## src/rtl/spi_slave_driver.sv

```systemverilog
// rtl/spi_slave_driver.sv - SPI mode-0 slave with synchronised, debounced pins
// Words are captured from tx_data on tx_load and presented on rx_data with rx_valid.
module spi_slave_driver #(
  parameter int DATA_WIDTH    = 8,
  parameter int BOUNCE_FILTER = 1
) (
  input  logic                  clk,
  input  logic                  rst,
  input  logic [DATA_WIDTH-1:0] tx_data,
  output logic                  tx_load,
  output logic [DATA_WIDTH-1:0] rx_data,
  output logic                  rx_valid,
  output logic                  frame_start,
  output logic                  frame_end,
  output logic                  busy,
  input  logic                  mosi,
  output logic                  miso,
  input  logic                  sclk,
  input  logic                  cs
);
  localparam int FW     = $clog2(BOUNCE_FILTER + 1);
  localparam int CW     = $clog2(DATA_WIDTH);
  localparam int SETTLE = BOUNCE_FILTER + 3;
  localparam int SW     = $clog2(SETTLE + 1);
  // Pin vectors are ordered {cs, sclk, mosi}; cs idles high.
  localparam logic [2:0] PIN_RST = 3'b100;

  typedef enum logic {IDLE, SHIFT} state_t;

  state_t                state, state_nx;
  logic [2:0]            sync1, sync2, filt;
  logic [2:1]            filt_d;
  logic [FW-1:0]         cnt [3];
  logic                  cs_rise, cs_fall, sclk_rise, sclk_fall;
  logic [SW-1:0]         settle_cnt;
  logic                  armed;
  logic [DATA_WIDTH-1:0] tx_shift;
  logic [DATA_WIDTH-2:0] rx_shift;
  logic [DATA_WIDTH-1:0] rx_next;
  logic [CW-1:0]         bit_cnt;
  logic                  word_done;
  logic                  start_ev, reload_ev;

  always_ff @(posedge clk or negedge rst) begin
    if (!rst) begin
      sync1  <= PIN_RST;
      sync2  <= PIN_RST;
      filt   <= PIN_RST;
      filt_d <= PIN_RST[2:1];
      for (int i = 0; i < 3; i++) cnt[i] <= '0;
    end else begin
      sync1  <= {cs, sclk, mosi};
      sync2  <= sync1;
      filt_d <= filt[2:1];
      for (int i = 0; i < 3; i++) begin
        if (sync2[i] == filt[i]) begin
          cnt[i] <= '0;
        end else if (cnt[i] == FW'(BOUNCE_FILTER - 1)) begin
          filt[i] <= sync2[i];
          cnt[i]  <= '0;
        end else begin
          cnt[i] <= cnt[i] + 1'b1;
        end
      end
    end
  end

  assign cs_rise   =  filt[2] & ~filt_d[2];
  assign cs_fall   = ~filt[2] &  filt_d[2];
  assign sclk_rise =  filt[1] & ~filt_d[1];
  assign sclk_fall = ~filt[1] &  filt_d[1];
  assign rx_next   = {rx_shift, filt[0]};

  // A frame already in progress when reset lifts is not joined: cs must be
  // seen high (after the pipeline settles, or via a rise) before a fall counts.
  always_ff @(posedge clk or negedge rst) begin
    if (!rst) begin
      settle_cnt <= '0;
      armed      <= 1'b0;
    end else begin
      if (settle_cnt != SW'(SETTLE)) begin
        settle_cnt <= settle_cnt + 1'b1;
        if (settle_cnt == SW'(SETTLE - 1) && filt[2]) armed <= 1'b1;
      end
      if (cs_rise) armed <= 1'b1;
    end
  end

  always_ff @(posedge clk or negedge rst) begin
    if (!rst) state <= IDLE;
    else      state <= state_nx;
  end

  always_comb begin
    state_nx = state;
    case (state)
      IDLE:  if (cs_fall && armed) state_nx = SHIFT;
      SHIFT: if (cs_rise)          state_nx = IDLE;
    endcase
  end

  always_comb begin
    start_ev  = 1'b0;
    reload_ev = 1'b0;
    frame_end = 1'b0;
    busy      = 1'b0;
    miso      = 1'b0;
    case (state)
      IDLE:  start_ev = cs_fall & armed;
      SHIFT: begin
        busy      = 1'b1;
        miso      = tx_shift[DATA_WIDTH-1];
        frame_end = cs_rise;
        reload_ev = ~cs_rise & sclk_fall & word_done;
      end
    endcase
  end

  assign tx_load     = start_ev | reload_ev;
  assign frame_start = start_ev;

  // cs rise wins over any sclk edge in the same cycle and drops a partial word.
  always_ff @(posedge clk or negedge rst) begin
    if (!rst) begin
      tx_shift  <= '0;
      rx_shift  <= '0;
      bit_cnt   <= '0;
      word_done <= 1'b0;
      rx_data   <= '0;
      rx_valid  <= 1'b0;
    end else begin
      rx_valid <= 1'b0;
      if (start_ev) begin
        tx_shift  <= tx_data;
        rx_shift  <= '0;
        bit_cnt   <= '0;
        word_done <= 1'b0;
      end else if (state == SHIFT && cs_rise) begin
        bit_cnt   <= '0;
        word_done <= 1'b0;
      end else if (state == SHIFT && sclk_rise) begin
        rx_shift <= rx_next[DATA_WIDTH-2:0];
        if (bit_cnt == CW'(DATA_WIDTH - 1)) begin
          rx_data   <= rx_next;
          rx_valid  <= 1'b1;
          bit_cnt   <= '0;
          word_done <= 1'b1;
        end else begin
          bit_cnt <= bit_cnt + 1'b1;
        end
      end else if (state == SHIFT && sclk_fall) begin
        if (word_done) begin
          tx_shift  <= tx_data;
          word_done <= 1'b0;
        end else begin
          tx_shift <= {tx_shift[DATA_WIDTH-2:0], 1'b0};
        end
      end
    end
  end
endmodule

```

## config.mk

```make
export PLATFORM = sky130hd
export DESIGN_NAME = spi_slave_driver
export DESIGN_NICKNAME = d
export VERILOG_FILES = /design/src/rtl/spi_slave_driver.sv
export SDC_FILE = /design/constraint.sdc
export NUM_CORES = 1
export LEC_CHECK = 0
export ABC_AREA = 1
export CAP_MARGIN = 20
export CORE_ASPECT_RATIO = 0.7
export CORE_MARGIN = 2
export CORE_UTILIZATION = 40
export DETAILED_ROUTE_END_ITERATION = 8
export GPL_TIMING_DRIVEN = 0
export PLACE_DENSITY = 0.62
export REMOVE_ABC_BUFFERS = 1
export SETUP_SLACK_MARGIN = 0.05
export SYNTH_ARGS = -nofsm -noshare
export SYNTH_HDL_FRONTEND = slang
export SYNTH_SLANG_ARGS = --single-unit
```

## constraint.sdc

```tcl
create_clock -name clk -period 4.2 [get_ports clk]
set_input_delay 0.84 -clock clk [delete_from_list [all_inputs] [get_ports clk]]
set_output_delay 0.84 -clock clk [all_outputs]
set_load 0.01 [all_outputs]
```

-- After elaboration in Yosys (flattened, before gate mapping)
Cells that the tools add are included.
- register bits: 47
- input port bits: 13
- $add $sub $neg: 5
- eq/ne operators: 9
- muxes and demuxes: 38
- bitwise gates (word level): 22
- reductions and logical operators: 19
- operators by type and width (kind ; count):
    8-bit two-way mux ; 5
    1-bit two-way mux ; 25
    7-bit two-way mux ; 3
    1-bit NOT ; 14
    3-bit two-way mux ; 4
    2-bit AND reduction ; 6
    2-bit nonzero test ; 4
    1-bit bitwise AND ; 7
    3-bit by 1-bit adder with 3-bit output (second input constant) ; 2
    1-bit logical AND ; 5
    2-bit inequality test (second input constant) ; 2
    4-bit by 3-bit inequality test with 1-bit output (second input constant) ; 1
    4-bit AND reduction ; 1
    4-bit nonzero test ; 1
    1-bit adder (second input constant) ; 3
    1-bit equality test ; 3
    3-bit by 2-bit equality test with 1-bit output (second input constant) ; 1
    3-bit equality test (second input constant) ; 1
    3-bit inequality test (second input constant) ; 1
    3-bit AND reduction ; 1
    3-bit nonzero test ; 1
    1-bit case mux with 2 select lines ; 1
    1-bit OR ; 1

-- Longest topological paths before layout
Gate-level depths: netlist of the first run.
- depth in word-level cells: 7
- mapped depth: 8

-- Least setup slack after synthesis of the first run
Ideal clock, no wire load.
- kind: register -> output
- from: reg filt_d[2] in the netlist's numbering
- to: out tx_load
- arrival: 1.164 ns
- data required time: 3.360 ns
- slack: 2.196 ns
- cell stages (with the launch flop): 8
- cell sequence: dfstp_2 nand2_1 inv_1 nand2_1 nand2_1 nand2_1 buf_2 a21oi_1
- longest elaborated chain between the ends: 7
- elaborated cells on any way between the ends: 10
- classes of those cells: 2 x mux; 8 x bitwise
- RTL lines (element ; RTL line ; text):
    start, declared ; 32 ; logic [2:1] filt_d;
    start signal, assigned ; 49 ; filt_d <= PIN_RST[2:1];
    start signal, assigned ; 54 ; filt_d <= filt[2:1];
    1-bit NOT ; 68 ; assign cs_rise = filt[2] & ~filt_d[2];
    1-bit bitwise AND ; 68 ;
    1-bit NOT ; 114 ; reload_ev = ~cs_rise & sclk_fall & word_done;
    1-bit bitwise AND (2 in a row) ; 114 ;
    1-bit two-way mux ; 108 ; case (state)
    1-bit OR (*) ; 119 ; assign tx_load = start_ev | reload_ev;
    end, declared ; 10 ; output logic tx_load,
Mark *: on every way between the ends. The rest lies on a longest branch, timed or not.

-- Worst setup path after layout of the first run
- from: reg state
- to: out tx_load
- longest elaborated chain between the ends: 2
- elaborated cells on any way between the ends: 3
- classes of those cells: 2 x mux; 1 x bitwise
- RTL lines (element ; RTL line ; text):
    start, declared ; 30 ; state_t state, state_nx;
    start signal, assigned ; 91 ; else state <= state_nx;
    1-bit two-way mux ; 108 ;
    1-bit OR (*) ; 119 ;
Marks and branches as above.

==> parameters.txt, run 1 <==
Parameter                              Value

Layout
  Post-layout nets ... 238
  Antenna fix cells ... 0
  Fraction of layout instances using a drive strength above 1 ... 0.1131
  Post-synthesis to final-layout area growth ... 22.18%
  Post-route insts no fill ... 276
  Number of filler instances in the final layout ... 407

Detailed routing
  Number of optimization iterations in the first detailed-route pass ... 4
  Iteration-0 DRC Markers ... 55
  Routed wire length ... 3112 um
  DRC violation count after routing ... 0
  Number of vias per cell after detailed routing ... 4.514
  Number of vias in the routed layout ... 1246
  Final antenna-violating net count ... 0
  Final routed wire length divided by cell count ... 11.28 um

STA
  Timing-limited maximum frequency ... 313.4 MHz
  Worst setup skew after layout ... 0.005230 ns
  Final critical path time including I/O delays and setup ... 3.191 ns
  Max-slew violation total from the final report ... 0
  Final count of negative-setup-slack endpoints ... 0
  Total negative slack ... 0 ns
  Final hold violation count ... 0
  Setup repair after global routing missed its margin ... false
  Ratio of final minimum period to clock period ... 0.7598
  Worst Max-Slew Pin Slew ... 0.5378 ns
  Max transition margin ... 0.6415

Place
  Port bufs ... 26
  Dpl cells ... 268
  Last weighted congestion value of the routability-driven placer ... 0.7131
  HPWL after detailed placement ... 2123 um

Power
  Power density over cell area ... 406.8 mW/mm^2
  Part of the power in combinational logic ... 0.152
  Share of power burned in the clock network ... 0.305
  Pint ... 671.2 uW
  Net Sw Frac ... 0.2679
  LEAKAGE ... 0.001154 uW
  Relative contribution of sequential cells to total power ... 0.543
  Switching Power ... 245.6 uW
  Worst ir drop on vdd ... 0.2235 mV

Worst setup path
  Maximum fanout along the worst path ... 14
  Required time of the worst setup path ... 3.36 ns
  Worst Setup Path Type ... reg2out
  Arrival time reported for the critical path endpoint ... 2.35 ns
  Critical Path End Type ... output port
  CP startpoint kind ... flip-flop

Clock network
  Worst-Skew Late Latency ... 0.30 ns
  CTS tree ... yes
  H-tree depth ... 2
  # Post-CTS Setup Buffers ... 0
  Number of instances resized during post-cts repair ... 0
  Number of buffers inserted for hold repair after clock tree synthesis ... 0
  Total clock sinks ... 44
  Library cell used as clock root buffer ... sky130_fd_sc_hd__clkbuf_8
  Longest Clk Path Bufs ... 2
  Clock slew at reported path FFs ... 0.08 ns
  Cts bufs inserted ... 5

Floorplan
  Starting density of the core ... 0.4211
  Die Ht ... 60.81 um
  Chip Width ... 85.16 um
  Site row count ... 20
  Ports placed on the boundary ... 27
  CORE AREA ... 0.004379 mm^2
  Die Footprint ... 0.005179 mm^2

Synth
  Synth Instances ... 192
  Share of the yosys chip area belonging to registers ... 0.5997
  Flip-flop and latch count after synthesis ... 44
  Dominant cells by area after synthesis ... sky130_fd_sc_hd__dfrtp_1 54%, sky130_fd_sc_hd__nand2_1 12%, sky130_fd_sc_hd__inv_1 6.1%
  Cell type with the highest aggregate area in the netlist ... sky130_fd_sc_hd__dfrtp_1
  Average instance area after synthesis ... 9.606 um^2
  Summed instance area of the synthesized netlist ... 0.001844 mm^2
  Post-synth top area share ... 0.5427
  Ys Warns ... 0
  Distinct cell type count of the synthesized netlist ... 20

Flow run
  Max-capacitance violation count ... 0

GRT
  Vias in the first global route ... 1156
  Remaining global-route overflow ... 0
  Wire length of the first global-routing pass ... 5444 um
  Initial antenna violation count ... 0
  Pin count of the biggest net entering global routing ... 35
  Overall global routing resource usage ... 0.1395

Outcome
  Status ... complete, no violations

Worst hold path
  Path category of the worst min-delay check ... reg2reg
==> cells in the mapped netlist <==
cell type	count
sky130_fd_sc_hd__nand2_1	58
sky130_fd_sc_hd__dfrtp_1	40
sky130_fd_sc_hd__inv_1	30
sky130_fd_sc_hd__nand3_1	9
sky130_fd_sc_hd__o21ai_2	8
sky130_fd_sc_hd__nand3b_1	7
sky130_fd_sc_hd__nor2_1	7
sky130_fd_sc_hd__o22ai_1	7
sky130_fd_sc_hd__ha_1	5
sky130_fd_sc_hd__dfstp_2	4
sky130_fd_sc_hd__a21oi_1	3
sky130_fd_sc_hd__clkbuf_1	3
sky130_fd_sc_hd__o21ai_0	3
sky130_fd_sc_hd__buf_2	2
sky130_fd_sc_hd__buf_6	1
sky130_fd_sc_hd__clkinv_1	1
sky130_fd_sc_hd__nand2_4	1
sky130_fd_sc_hd__nand3_2	1
sky130_fd_sc_hd__nor2_4	1
sky130_fd_sc_hd__xor2_1	1
==> final cells by class <==
cell class,instances,area [um^2],area share
Sequential cell,44,1106,0.4908
Multi-Input combinational cell,111,589.3,0.2615
Timing Repair Buffer,27,275.3,0.1222
Inverter,31,116.4,0.05164
Clock buffer,6,82.58,0.03665
Tap cell,55,68.82,0.03054
Clock inverter,2,15.01,0.006663
==> power groups by stage <==
| stage | clock [uW] | sequential [uW] | combinational (uW) |
|---|---|---|---|
| 3_5_place_dp | 0 | 506 | 140 |
| 3_3_place_gp | 0 | 505 | 137 |
| 5_1_grt | 311 | 504 | 159 |
| 6_report | 280 | 498 | 139 |
| 2_1_floorplan | 0 | 501 | 90.6 |
| 4_1_cts | 288 | 498 | 141 |
==> registers in the layout, summed over array words and instances, names as in the netlist <==
signal	count
armed	1
bit_cnt	3
filt	3
filt_d	2
rx_data	8
rx_shift	7
rx_valid	1
settle_cnt	3
state	1
sync1	3
sync2	3
tx_shift	8
word_done	1
==> through the flow <==
step / area [um^2] / hold WS, ns / power [uW] / setup slack, ns / utilization
final: 2253 / 0.3530 / 916.8 / 1.009 / 0.5146
after CTS: 2253 / 0.3563 / 927.1 / 1.003 / 0.5146
after global placement: 2141 / 0.3354 / 642.1 / 1.099 / 0.4889
after floorplan: 1812 / 0.3312 / 591.2 / 2.055 / -
after global routing: 2253 / 0.3621 / 973.9 / 0.7957 / 0.5146
after detailed placement: 2156 / 0.3362 / 646.2 / 1.347 / 0.4923
==> worst max-delay path, cell delays in order, from the launching register on <==
cell and delay, ns:
sky130_fd_sc_hd__dfrtp_1 0.49, sky130_fd_sc_hd__nor2_1 0.13, sky130_fd_sc_hd__nand2_1 0.29, sky130_fd_sc_hd__nand2_1 0.14
sky130_fd_sc_hd__nand2_1 0.24, sky130_fd_sc_hd__a21oi_1 0.20, sky130_fd_sc_hd__clkdlybuf4s50_1 0.56
==> logic make-up after synthesis <==
| kind of cell | after synthesis | synth area share |
|---|---|---|
| AOI/OAI and AO/OA | 21 | 0.07801 |
| buffers and inverters | 37 | 0.08073 |
| adders and majority gates | 5 | 0.03392 |
| xor gates and xnor gates | 1 | 0.004750 |
| DFF | 44 | 0.5997 |
| and+or+nand+nor | 84 | 0.2029 |
==> routing by layer <==
metal / up-vias / part of all wire / global-route usage
met4: 0 / 0.019 / 0.06122
li1: 648 / - / -
met1: 571 / 0.57 / 0.2096
met3: 7 / 0.041 / 0.04898
met5: - / 0 / 0
met2: 20 / 0.37 / 0.1797
==> worst paths after layout <==
path | startpoint | end | cells after the start | slack [ns]
setup / recovery | state$_DFF_PN0_ | tx_load | 6 | 1.01
hold / removal | sync2[0]$_DFF_PN0_ | filt[0]$_DFFE_PN0P_ | 0 | 0.35
setup reg to reg | filt[2]$_DFFE_PN1P_ | tx_shift[6]$_DFFE_PN0P_ | 7 | 2.29
hold reg to reg | sync2[0]$_DFF_PN0_ | filt[0]$_DFFE_PN0P_ | 0 | 0.35
max in group asynchronous | rst | filt_d[2]$_DFF_PN1_ | 2 | 3.27
min in group asynchronous | rst | tx_shift[5]$_DFFE_PN0P_ | 1 | 0.41
==> layout by cell type (no fill, tap or decap), drive strengths merged, types with 2 or more instances in the layout <==
cell | Yosys | routed
dfstp | 4 | 4
ha | 5 | 5
dfrtp | 40 | 40
nand3 | 10 | 10
inv | 30 | 30
o21ai | 11 | 11
nand3b | 7 | 7
o22ai | 7 | 7
clkbuf | 3 | 6
nand2 | 59 | 59
clkdlybuf4s50 | 0 | 25
buf | 3 | 2
a21oi | 3 | 3
clkinvlp | 0 | 2
nor2 | 8 | 8
No activity file was read; power rests on OpenSTA's default activity.
==> inputs of run 2 (changes only) <==
--- a/config.mk
+++ b/config.mk
@@ -12,7 +12,7 @@
 export CORE_UTILIZATION = 40
 export DETAILED_ROUTE_END_ITERATION = 8
 export GPL_TIMING_DRIVEN = 0
-export PLACE_DENSITY = 0.62
+export PLACE_DENSITY = 0.64
 export REMOVE_ABC_BUFFERS = 1
 export SETUP_SLACK_MARGIN = 0.05
 export SYNTH_ARGS = -nofsm -noshare
==> constraint.sdc (replaced) <==
create_clock -name clk -period 2.9 [get_ports clk]
set_input_delay 0.58 -clock clk [delete_from_list [all_inputs] [get_ports clk]]
set_output_delay 0.58 -clock clk [all_outputs]
set_load 0.01 [all_outputs]
==> run 2 against run 1 <==
Net effect: clock power increased by 83%; largest cell class unchanged; power grew 57%; non-clock buffer count stayed put; critical endpoint unchanged.
==> parameters.txt, run 2 (same netlist as run 1, synthesis figures left out) <==
Parameter                              Value

Floorplan
  Starting density of the core ... 0.4211
  Site row count ... 20
  Die Footprint ... 0.005179 mm^2
  CORE AREA ... 0.004379 mm^2
  Ports placed on the boundary ... 27
  Die Ht ... 60.81 um
  Chip Width ... 85.16 um

Detailed routing
  DRC violation count after routing ... 0
  Number of vias per cell after detailed routing ... 4.649
  Routed length on met3 ... 155 um
  Number of optimization iterations in the first detailed-route pass ... 4
  Final antenna-violating net count ... 0
  Routed wire length ... 3064 um
  Uppermost signal routing layer after detailed routing ... met4
  Iteration-0 DRC Markers ... 81
  Wire length on met2 ... 1292 um
  M1 WL ... 1544 um
  Number of vias in the routed layout ... 1283
  Final routed wire length divided by cell count ... 11.10 um

Clock network
  Cts bufs inserted ... 5
  Longest Clk Path Bufs ... 2
  CTS tree ... yes
  Clock slew at reported path FFs ... 0.08 ns
  Library cell used as clock root buffer ... sky130_fd_sc_hd__clkbuf_8
  Worst-Skew Late Latency ... 0.30 ns
  Total clock sinks ... 44
  H-tree depth ... 2

Worst setup path
  CP startpoint kind ... flip-flop
  Worst Setup Path Type ... reg2out
  Maximum fanout along the worst path ... 14
  Critical Path End Type ... output port
  Arrival time reported for the critical path endpoint ... 2.06 ns
  Required time of the worst setup path ... 2.32 ns

Power
  LEAKAGE ... 0.001183 uW
  Power, Total ... 1440 uW
  Power density over cell area ... 627.5 mW/mm^2
  Worst ir drop on vdd ... 0.2986 mV

Outcome
  Status ... complete, no violations

STA
  Final hold violation count ... 0
  Ratio of final minimum period to clock period ... 0.9110
  Worst Max-Slew Pin Slew ... 0.5508 ns
  Setup repair after global routing missed its margin ... false
  Timing-limited maximum frequency ... 378.5 MHz
  Final count of negative-setup-slack endpoints ... 0
  Worst setup skew after layout ... 0.006611 ns
  Final critical path time including I/O delays and setup ... 2.642 ns
  Max-slew violation total from the final report ... 0
  Total negative slack ... 0 ns
  Max transition margin ... 0.6328

GRT
  Remaining global-route overflow ... 0
  Overall global routing resource usage ... 0.1393
  Wire length of the first global-routing pass ... 5347 um
  Initial antenna violation count ... 0
  Vias in the first global route ... 1150
  Pin count of the biggest net entering global routing ... 33

Layout
  Commonest cells after routing, fill and taps aside ... 56 x sky130_fd_sc_hd__nand2_1, 40 x sky130_fd_sc_hd__dfrtp_1, 30 x sky130_fd_sc_hd__inv_1
  Post-synthesis to final-layout area growth ... 24.42%
  Fraction of layout instances using a drive strength above 1 ... 0.1267
  Post-route insts no fill ... 276
  Post-layout nets ... 238
  Largest registers ranked by flip-flop count ... rx_data: 8 flops, tx_shift: 8 flops, rx_shift: 7 flops
  Antenna fix cells ... 0
  Commonest non-fill, non-tap cell in the layout ... sky130_fd_sc_hd__nand2_1

Flow run
  Max-capacitance violation count ... 0

Worst hold path
  Path category of the worst min-delay check ... in2async

Place
  HPWL after detailed placement ... 2126 um
  Port bufs ... 26
  Dpl cells ... 268
  Last weighted congestion value of the routability-driven placer ... 0.7072
run 2: changes by cell type in the layout (fill, tap and decap cells not counted), sizes merged:
cell,change
bufinv,+1
clkbuf,+1
clkinvlp,-2
run 2: routing by layer:
metal  track usage  up-vias
met3       0.04490        8
met4       0.07483        0
met5             0        -
met1        0.1908      593
met2        0.1998       33
li1              -      649
run 2: layout make-up:
class	instances	area [um^2]
flip-flops and latches	44	1106
multi-input cells	111	601.8
clock buffers	7	96.34
fillers	391	2085
well taps	55	68.82
repair buffers	27	275.3
clock inverters	1	30.03
inverters	31	116.4
run 2: path summary, 6_finish.rpt:
path / startpoint / end / slack [ns] / depth (start not counted)
max: filt_d[2]$_DFF_PN1_ / tx_load / 0.26 / 7
min: rst / rx_data[5]$_DFFE_PN0P_ / 0.17 / 1
max reg2reg: filt_d[2]$_DFF_PN1_ / rx_shift[4]$_DFFE_PN0P_ / 1.33 / 5
min reg2reg: sync1[1]$_DFF_PN0_ / sync2[1]$_DFF_PN0_ / 0.35 / 0
max in group asynchronous: rst / sync2[2]$_DFF_PN1_ / 2.19 / 2
min in group clk: sync1[1]$_DFF_PN0_ / sync2[1]$_DFF_PN0_ / 0.35 / 0
run 2: timing repair:
item / 4_1_cts / 5_1_grt
hold buffers: 0 / 0
gates resized for setup: 2 / 2
setup buffers: 0 / 0
endpoints found under the setup margin: 1 / 1
run 2: report_power, final:
part / leakage [uW] / internal [uW] / switching (uW) / total, uW
sequential: 0.000561 / 684 / 36.7 / 721
clock: 0.0000645 / 304 / 208 / 512
combinational: 0.000557 / 96.2 / 111 / 207
run 2: critical path, stage by stage (launching register included):
cell                              delay (ns)
sky130_fd_sc_hd__dfstp_2                0.55
sky130_fd_sc_hd__nand2_1                0.06
sky130_fd_sc_hd__inv_1                  0.09
sky130_fd_sc_hd__nand2_4                0.12
sky130_fd_sc_hd__nand2_1                0.11
sky130_fd_sc_hd__nand2_2                0.14
sky130_fd_sc_hd__a21oi_1                0.15
sky130_fd_sc_hd__clkdlybuf4s50_1        0.55
run 2: per-stage QoR:
stage               cell area, um^2  worst slack [ns]  utilization  hold slack (ns)
floorplan                      1812             1.015            -           0.2844
global placement               2141           0.09426       0.4889           0.3322
detailed placement             2156            0.2685       0.4923           0.3347
CTS                            2287            0.1610       0.5223           0.1583
global route                   2295            0.1230       0.5240           0.1679
finish                         2295            0.2582       0.5240           0.1655
==> inputs of run 3 (changes only) <==
--- a/config.mk
+++ b/config.mk
@@ -7,9 +7,10 @@
 export LEC_CHECK = 0
 export ABC_AREA = 1
 export CAP_MARGIN = 20
-export CORE_ASPECT_RATIO = 0.7
+export CORE_ASPECT_RATIO = 0.75
 export CORE_MARGIN = 2
 export CORE_UTILIZATION = 40
+export CTS_BUF_LIST = sky130_fd_sc_hd__clkbuf_8
 export DETAILED_ROUTE_END_ITERATION = 8
 export GPL_TIMING_DRIVEN = 0
 export PLACE_DENSITY = 0.64
==> run 3 against run 2 <==
Net effect: critical path type unchanged; global-route usage shrank 1.3 points; design area shrank 1.0%; largest power group unchanged; register-to-register slack worse by 0.10 ns; fmax decreased by 3.1%.
==> parameters.txt, run 3 (same netlist as run 1, synthesis figures left out) <==
Parameter                              Value

GRT
  Pin count of the biggest net entering global routing ... 29
  Remaining global-route overflow ... 0
  Wire length of the first global-routing pass ... 4926 um
  Overall global routing resource usage ... 0.1266
  Vias in the first global route ... 1138
  Initial antenna violation count ... 0

Clock network
  Cts bufs inserted ... 5
  Longest Clk Path Bufs ... 2
  Total clock sinks ... 44
  CTS tree ... yes
  Worst-Skew Late Latency ... 0.29 ns
  Number of buffers inserted for hold repair after clock tree synthesis ... 0
  # Post-CTS Setup Buffers ... 0
  Library cell used as clock root buffer ... sky130_fd_sc_hd__clkbuf_8
  Clock slew at reported path FFs ... 0.08 ns
  H-tree depth ... 2

STA
  Ratio of final minimum period to clock period ... 0.9397
  Setup repair after global routing missed its margin ... false
  Max-slew violation total from the final report ... 0
  Total negative slack ... 0 ns
  Final count of negative-setup-slack endpoints ... 0
  Timing-limited maximum frequency ... 366.9 MHz
  Worst setup skew after layout ... 0.005733 ns
  Final critical path time including I/O delays and setup ... 2.725 ns
  Final hold violation count ... 0
  Worst Max-Slew Pin Slew ... 0.5591 ns
  Max transition margin ... 0.6272
  Hold Slack ... 0.1989 ns

Worst setup path
  Maximum fanout along the worst path ... 14
  Arrival time reported for the critical path endpoint ... 2.15 ns
  Worst Setup Path Type ... reg2out
  Critical Path End Type ... output port
  Required time of the worst setup path ... 2.32 ns
  CP startpoint kind ... flip-flop

Power
  LEAKAGE ... 0.001171 uW
  Worst ir drop on vdd ... 0.2568 mV
  Power, Total ... 1373 uW
  Power density over cell area ... 604.7 mW/mm^2

Detailed routing
  Final antenna-violating net count ... 0
  Iteration-0 DRC Markers ... 103
  Number of vias in the routed layout ... 1295
  Number of vias per cell after detailed routing ... 4.658
  Final routed wire length divided by cell count ... 10.34 um
  DRC violation count after routing ... 0
  Number of optimization iterations in the first detailed-route pass ... 4
  Routed wire length ... 2875 um

Floorplan
  Die Footprint ... 0.005175 mm^2
  Ports placed on the boundary ... 27
  Chip Width ... 82.41 um
  Starting density of the core ... 0.4153
  CORE AREA ... 0.004441 mm^2
  Die Ht ... 62.81 um
  Site row count ... 21

Layout
  Largest registers ranked by flip-flop count ... rx_data: 8 flops, tx_shift: 8 flops, rx_shift: 7 flops
  Commonest non-fill, non-tap cell in the layout ... sky130_fd_sc_hd__nand2_1
  Fraction of layout instances using a drive strength above 1 ... 0.1176
  Post-synthesis to final-layout area growth ... 23.13%
  Number of filler instances in the final layout ... 421
  Antenna fix cells ... 0
  Post-layout nets ... 238
  Commonest cells after routing, fill and taps aside ... 56 x sky130_fd_sc_hd__nand2_1, 40 x sky130_fd_sc_hd__dfrtp_1, 31 x sky130_fd_sc_hd__inv_1
  Final core utilization ... 0.5114

Place
  HPWL after detailed placement ... 1997 um
  Port bufs ... 26
  Last weighted congestion value of the routability-driven placer ... 0.7307

Worst hold path
  Path category of the worst min-delay check ... in2async

Outcome
  Status ... complete, no violations

Flow run
  Max-capacitance violation count ... 0
-- run 3: changes by cell type in the layout (fill, tap and decap cells not counted) --
cell	previous run	this run
sky130_fd_sc_hd__clkinv_2	0	1
sky130_fd_sc_hd__nand2_2	1	2
sky130_fd_sc_hd__nor2_2	1	0
sky130_fd_sc_hd__nor2_1	6	7
sky130_fd_sc_hd__clkbuf_8	7	5
sky130_fd_sc_hd__inv_1	30	31
sky130_fd_sc_hd__nand2_4	2	1
-- run 3: timing repair --
item | in CTS | in global routing
hold endpoints to repair | 0 | 0
setup endpoints to repair | 1 | 1
resized for setup | 1 | 1
-- run 3: area by class of cell --
| class | count | area [um^2] | area share |
|---|---|---|---|
| timing repair buffer | 27 | 275.3 | 0.1212 |
| multi-input combinational | 111 | 594.3 | 0.2617 |
| tap | 57 | 71.32 | 0.03140 |
| clock buffer | 5 | 68.82 | 0.03030 |
| clock inverter | 3 | 38.79 | 0.01708 |
| inverter | 31 | 116.4 | 0.05124 |
| sequential | 44 | 1106 | 0.4871 |
-- run 3: worst max-delay path: stages, from the launching register on --
cell	delay [ns]
sky130_fd_sc_hd__dfrtp_1	0.48
sky130_fd_sc_hd__nor2_1	0.19
sky130_fd_sc_hd__nand2_2	0.20
sky130_fd_sc_hd__nand2_1	0.12
sky130_fd_sc_hd__nand2_2	0.14
sky130_fd_sc_hd__a21oi_1	0.15
sky130_fd_sc_hd__clkdlybuf4s50_1	0.55
-- run 3: metrics by stage --
step	area [um^2]	std cells	worst slack, ns
floorplan	1812	186	1.015
global placement	2143	269	0.1085
detailed placement	2158	270	0.3191
CTS	2268	278	0.07142
global route	2271	278	0.05765
finish	2271	278	0.1748
-- run 3: per-layer routing --
layer	GRT usage	vias up	share of wire
li1	-	651	-
met1	0.1642	601	0.48
met2	0.1835	35	0.45
met3	0.03902	8	0.049
met4	0.07500	0	0.023
met5	0	-	0
-- run 3: path summary, 6_finish.rpt --
check / start / to / slack (ns) / depth (start not counted)
max in group asynchronous: rst / tx_shift[7]$_DFFE_PN0P_ / 2.23 / 2
worst max-delay path: state$_DFF_PN0_ / tx_load / 0.17 / 6
worst min register to register: sync2[0]$_DFF_PN0_ / filt[0]$_DFFE_PN0P_ / 0.35 / 0
worst max register to register: state$_DFF_PN0_ / rx_shift[6]$_DFFE_PN0P_ / 1.23 / 4
min in group clk: sync2[0]$_DFF_PN0_ / filt[0]$_DFFE_PN0P_ / 0.35 / 0
worst min-delay path: rst / settle_cnt[2]$_DFFE_PN0P_ / 0.20 / 1
-- run 3: power by group --
group	leakage [uW]	internal, uW	switching, uW
Sequential	0.000561	685	38.3
Combinational	0.000551	95.4	109
Clock	0.0000593	252	194
==> RTL edit: new RTL, flow settings as in run 3 <==
Change the parameter `DATA_WIDTH` from 8 to 16.
--- a/src/rtl/spi_slave_driver.sv
+++ b/src/rtl/spi_slave_driver.sv
@@ -2,5 +2,5 @@
 // Words are captured from tx_data on tx_load and presented on rx_data with rx_valid.
 module spi_slave_driver #(
-  parameter int DATA_WIDTH    = 8,
+  parameter int DATA_WIDTH    = 16,
   parameter int BOUNCE_FILTER = 1
 ) (
Ports: changed (resized rx_data and tx_data); port bits go from 27 to 43. No check against the original RTL was run, so the function may have changed too.
==> RTL edit against run 3 <==
Sequential cell count is 25 higher; die area is 68% higher; final area is 70% higher; synthesized cell count is 96% higher; routed wire length is 110% higher; worst setup slack better by 90 ps; global-route usage is 3.0 points higher; power is 79% higher; area after synthesis is 72% higher; via count is 82% higher; first-iteration DRC count is 57% higher; critical path type unchanged; largest power group unchanged.
==> RTL edit: results (changes against run 3) <==
DETAILED ROUTING
-------------------------------------------------------------------------------
Routed vias/inst                                                           4.50   -3.5%
Routed length on met3                                                    283 um   +100%
Met2 wire len                                                           2.71 mm   +110%
Routed length on met1                                                   3.00 mm   +120%
Detailed Route WL                                                       6.03 mm   +110%
Number of DRC markers after the initial detailed-route iteration            162   +57%
Via count of the routed design                                             2351   +82%

YOSYS
-------------------------------------------------------------------------------
Area contributors post-synth                                       sky130_fd_sc_hd__dfrtp_1 (51%), sky130_fd_sc_hd__nand2_1 (23%), sky130_fd_sc_hd__o21ai_2 (6.9%)
Area share of fa/ha/maj cells after synthesis                             1.58%   -1.8 points
Count of cell types in the netlist                                           22   +10%
Post-synthesis compound-gate area fraction                                9.18%   +1.4 points
Syn_area_per_cell                                                     8.44 um^2   -12%

CLOCKING
-------------------------------------------------------------------------------
CTS H-Tree Depth                                                              3   +1
Insertion delay to the later sink of the worst-skew pair                 340 ps   +50 ps
Number of instances resized during post-cts repair                            3   +2
Clock buffers created by TritonCTS                                            9   +4

PWR
-------------------------------------------------------------------------------
VDD IR max                                                               270 uV   +5.3%
Leakage power summed over all cells                                     1.97 nW   +68%

CRITICAL PATH
-------------------------------------------------------------------------------
Arrival time at the worst endpoint                                      2050 ps   -100 ps
Startpoint of the lowest-slack register-to-register path           filt_d[2]$_DFF_PN1_
Worst setup path startpoint                                        filt_d[2]$_DFF_PN1_
CP delay by family, top                                            buffers and inverters
Top fanout value on the critical path                                        22   +8
Worst r2r dst                                                      tx_shift[8]$_DFFE_PN0P_
R2R depth                                                                     8   +4
Crit path largest cell delay                                             600 ps   +50 ps
Worst Setup EP                                                      frame_start

GRT
-------------------------------------------------------------------------------
Met1 Usage GRT                                                            21.6%   +5.2 points
Largest net degree at the start of global routing                            70   +140%
Global-route met3 utilization                                             4.57%   +0.67 points
Number of global-route vias before repair                                  2169   +91%
GRT Total Usage                                                           15.6%   +3.0 points
First-pass GRT wire length                                              10.5 mm   +110%

FINAL LAYOUT
-------------------------------------------------------------------------------
Share of post-route cells with drive strength above 1                     14.4%   +2.6 points
Registers with the most flip-flops                                 rx_data x16, tx_shift x16, rx_shift x15

PLACEMENT
-------------------------------------------------------------------------------
Cell count after placement                                                  507   +88%
RD Place Congestion                                                       0.763   +4.4%
DPL Wire Length                                                         3.68 mm   +85%

RUN STATUS
-------------------------------------------------------------------------------
Status                                                             finished, final reports clean

STA
-------------------------------------------------------------------------------
Worst clock skew                                                        9.64 ps   +3.91 ps
Relative slew slack                                                       43.0%   -20 points

[RTL edit: changes by cell type after synthesis, moves of 3 or more]
cell and change:
sky130_fd_sc_hd__nand2_1 +136, sky130_fd_sc_hd__dfrtp_1 +25, sky130_fd_sc_hd__o21ai_2 +17, sky130_fd_sc_hd__o21ai_0 +8, sky130_fd_sc_hd__nand3b_1 -7, sky130_fd_sc_hd__o22ai_1 -7
sky130_fd_sc_hd__buf_6 +5, sky130_fd_sc_hd__nand3_1 -5, sky130_fd_sc_hd__buf_4 +4, sky130_fd_sc_hd__inv_2 +4, sky130_fd_sc_hd__nand2_2 +3
[RTL edit: final cells by class]
cell class | count | area [um^2]
Inverter | 35 | 133
Fill cell | 795 | 3930
Timing Repair Buffer | 42 | 420
Tap cell | 105 | 131
Clock buffer | 10 | 138
Sequential cell | 69 | 1730
Clock inverter | 6 | 87.6
Multi-Input combinational cell | 256 | 1210
[RTL edit: report_power, final]
group / total (mW) / switching, mW / internal, mW / leakage [nW]
clock: 0.866 / 0.360 / 0.506 / 0.110
sequential: 1.16 / 0.0736 / 1.09 / 0.899
combinational: 0.435 / 0.251 / 0.184 / 0.960
total: 2.46 / 0.684 / 1.78 / 1.97
[RTL edit: through the flow]
stage | TNS (ps) | hold slack (ps) | setup slack, ps | util [%]
after floorplan | 0 | 284 | 1050 | -
after global placement | -74850 | 334 | -1140 | 46.3
after detailed placement | 0 | 337 | 171 | 46.3
after CTS | 0 | 345 | 78.7 | 49.3
after global routing | 0 | 355 | 158 | 49.5
final | 0 | 344 | 265 | 49.5
[RTL edit: kinds of logic after synthesis]
family	Yosys count
adder cells (fa/ha/maj)	4
flip-flops	69
buffers and inverters	51
XOR/XNOR	1
AND/OR/NAND/NOR	212
AO/OA/AOI/OAI	39
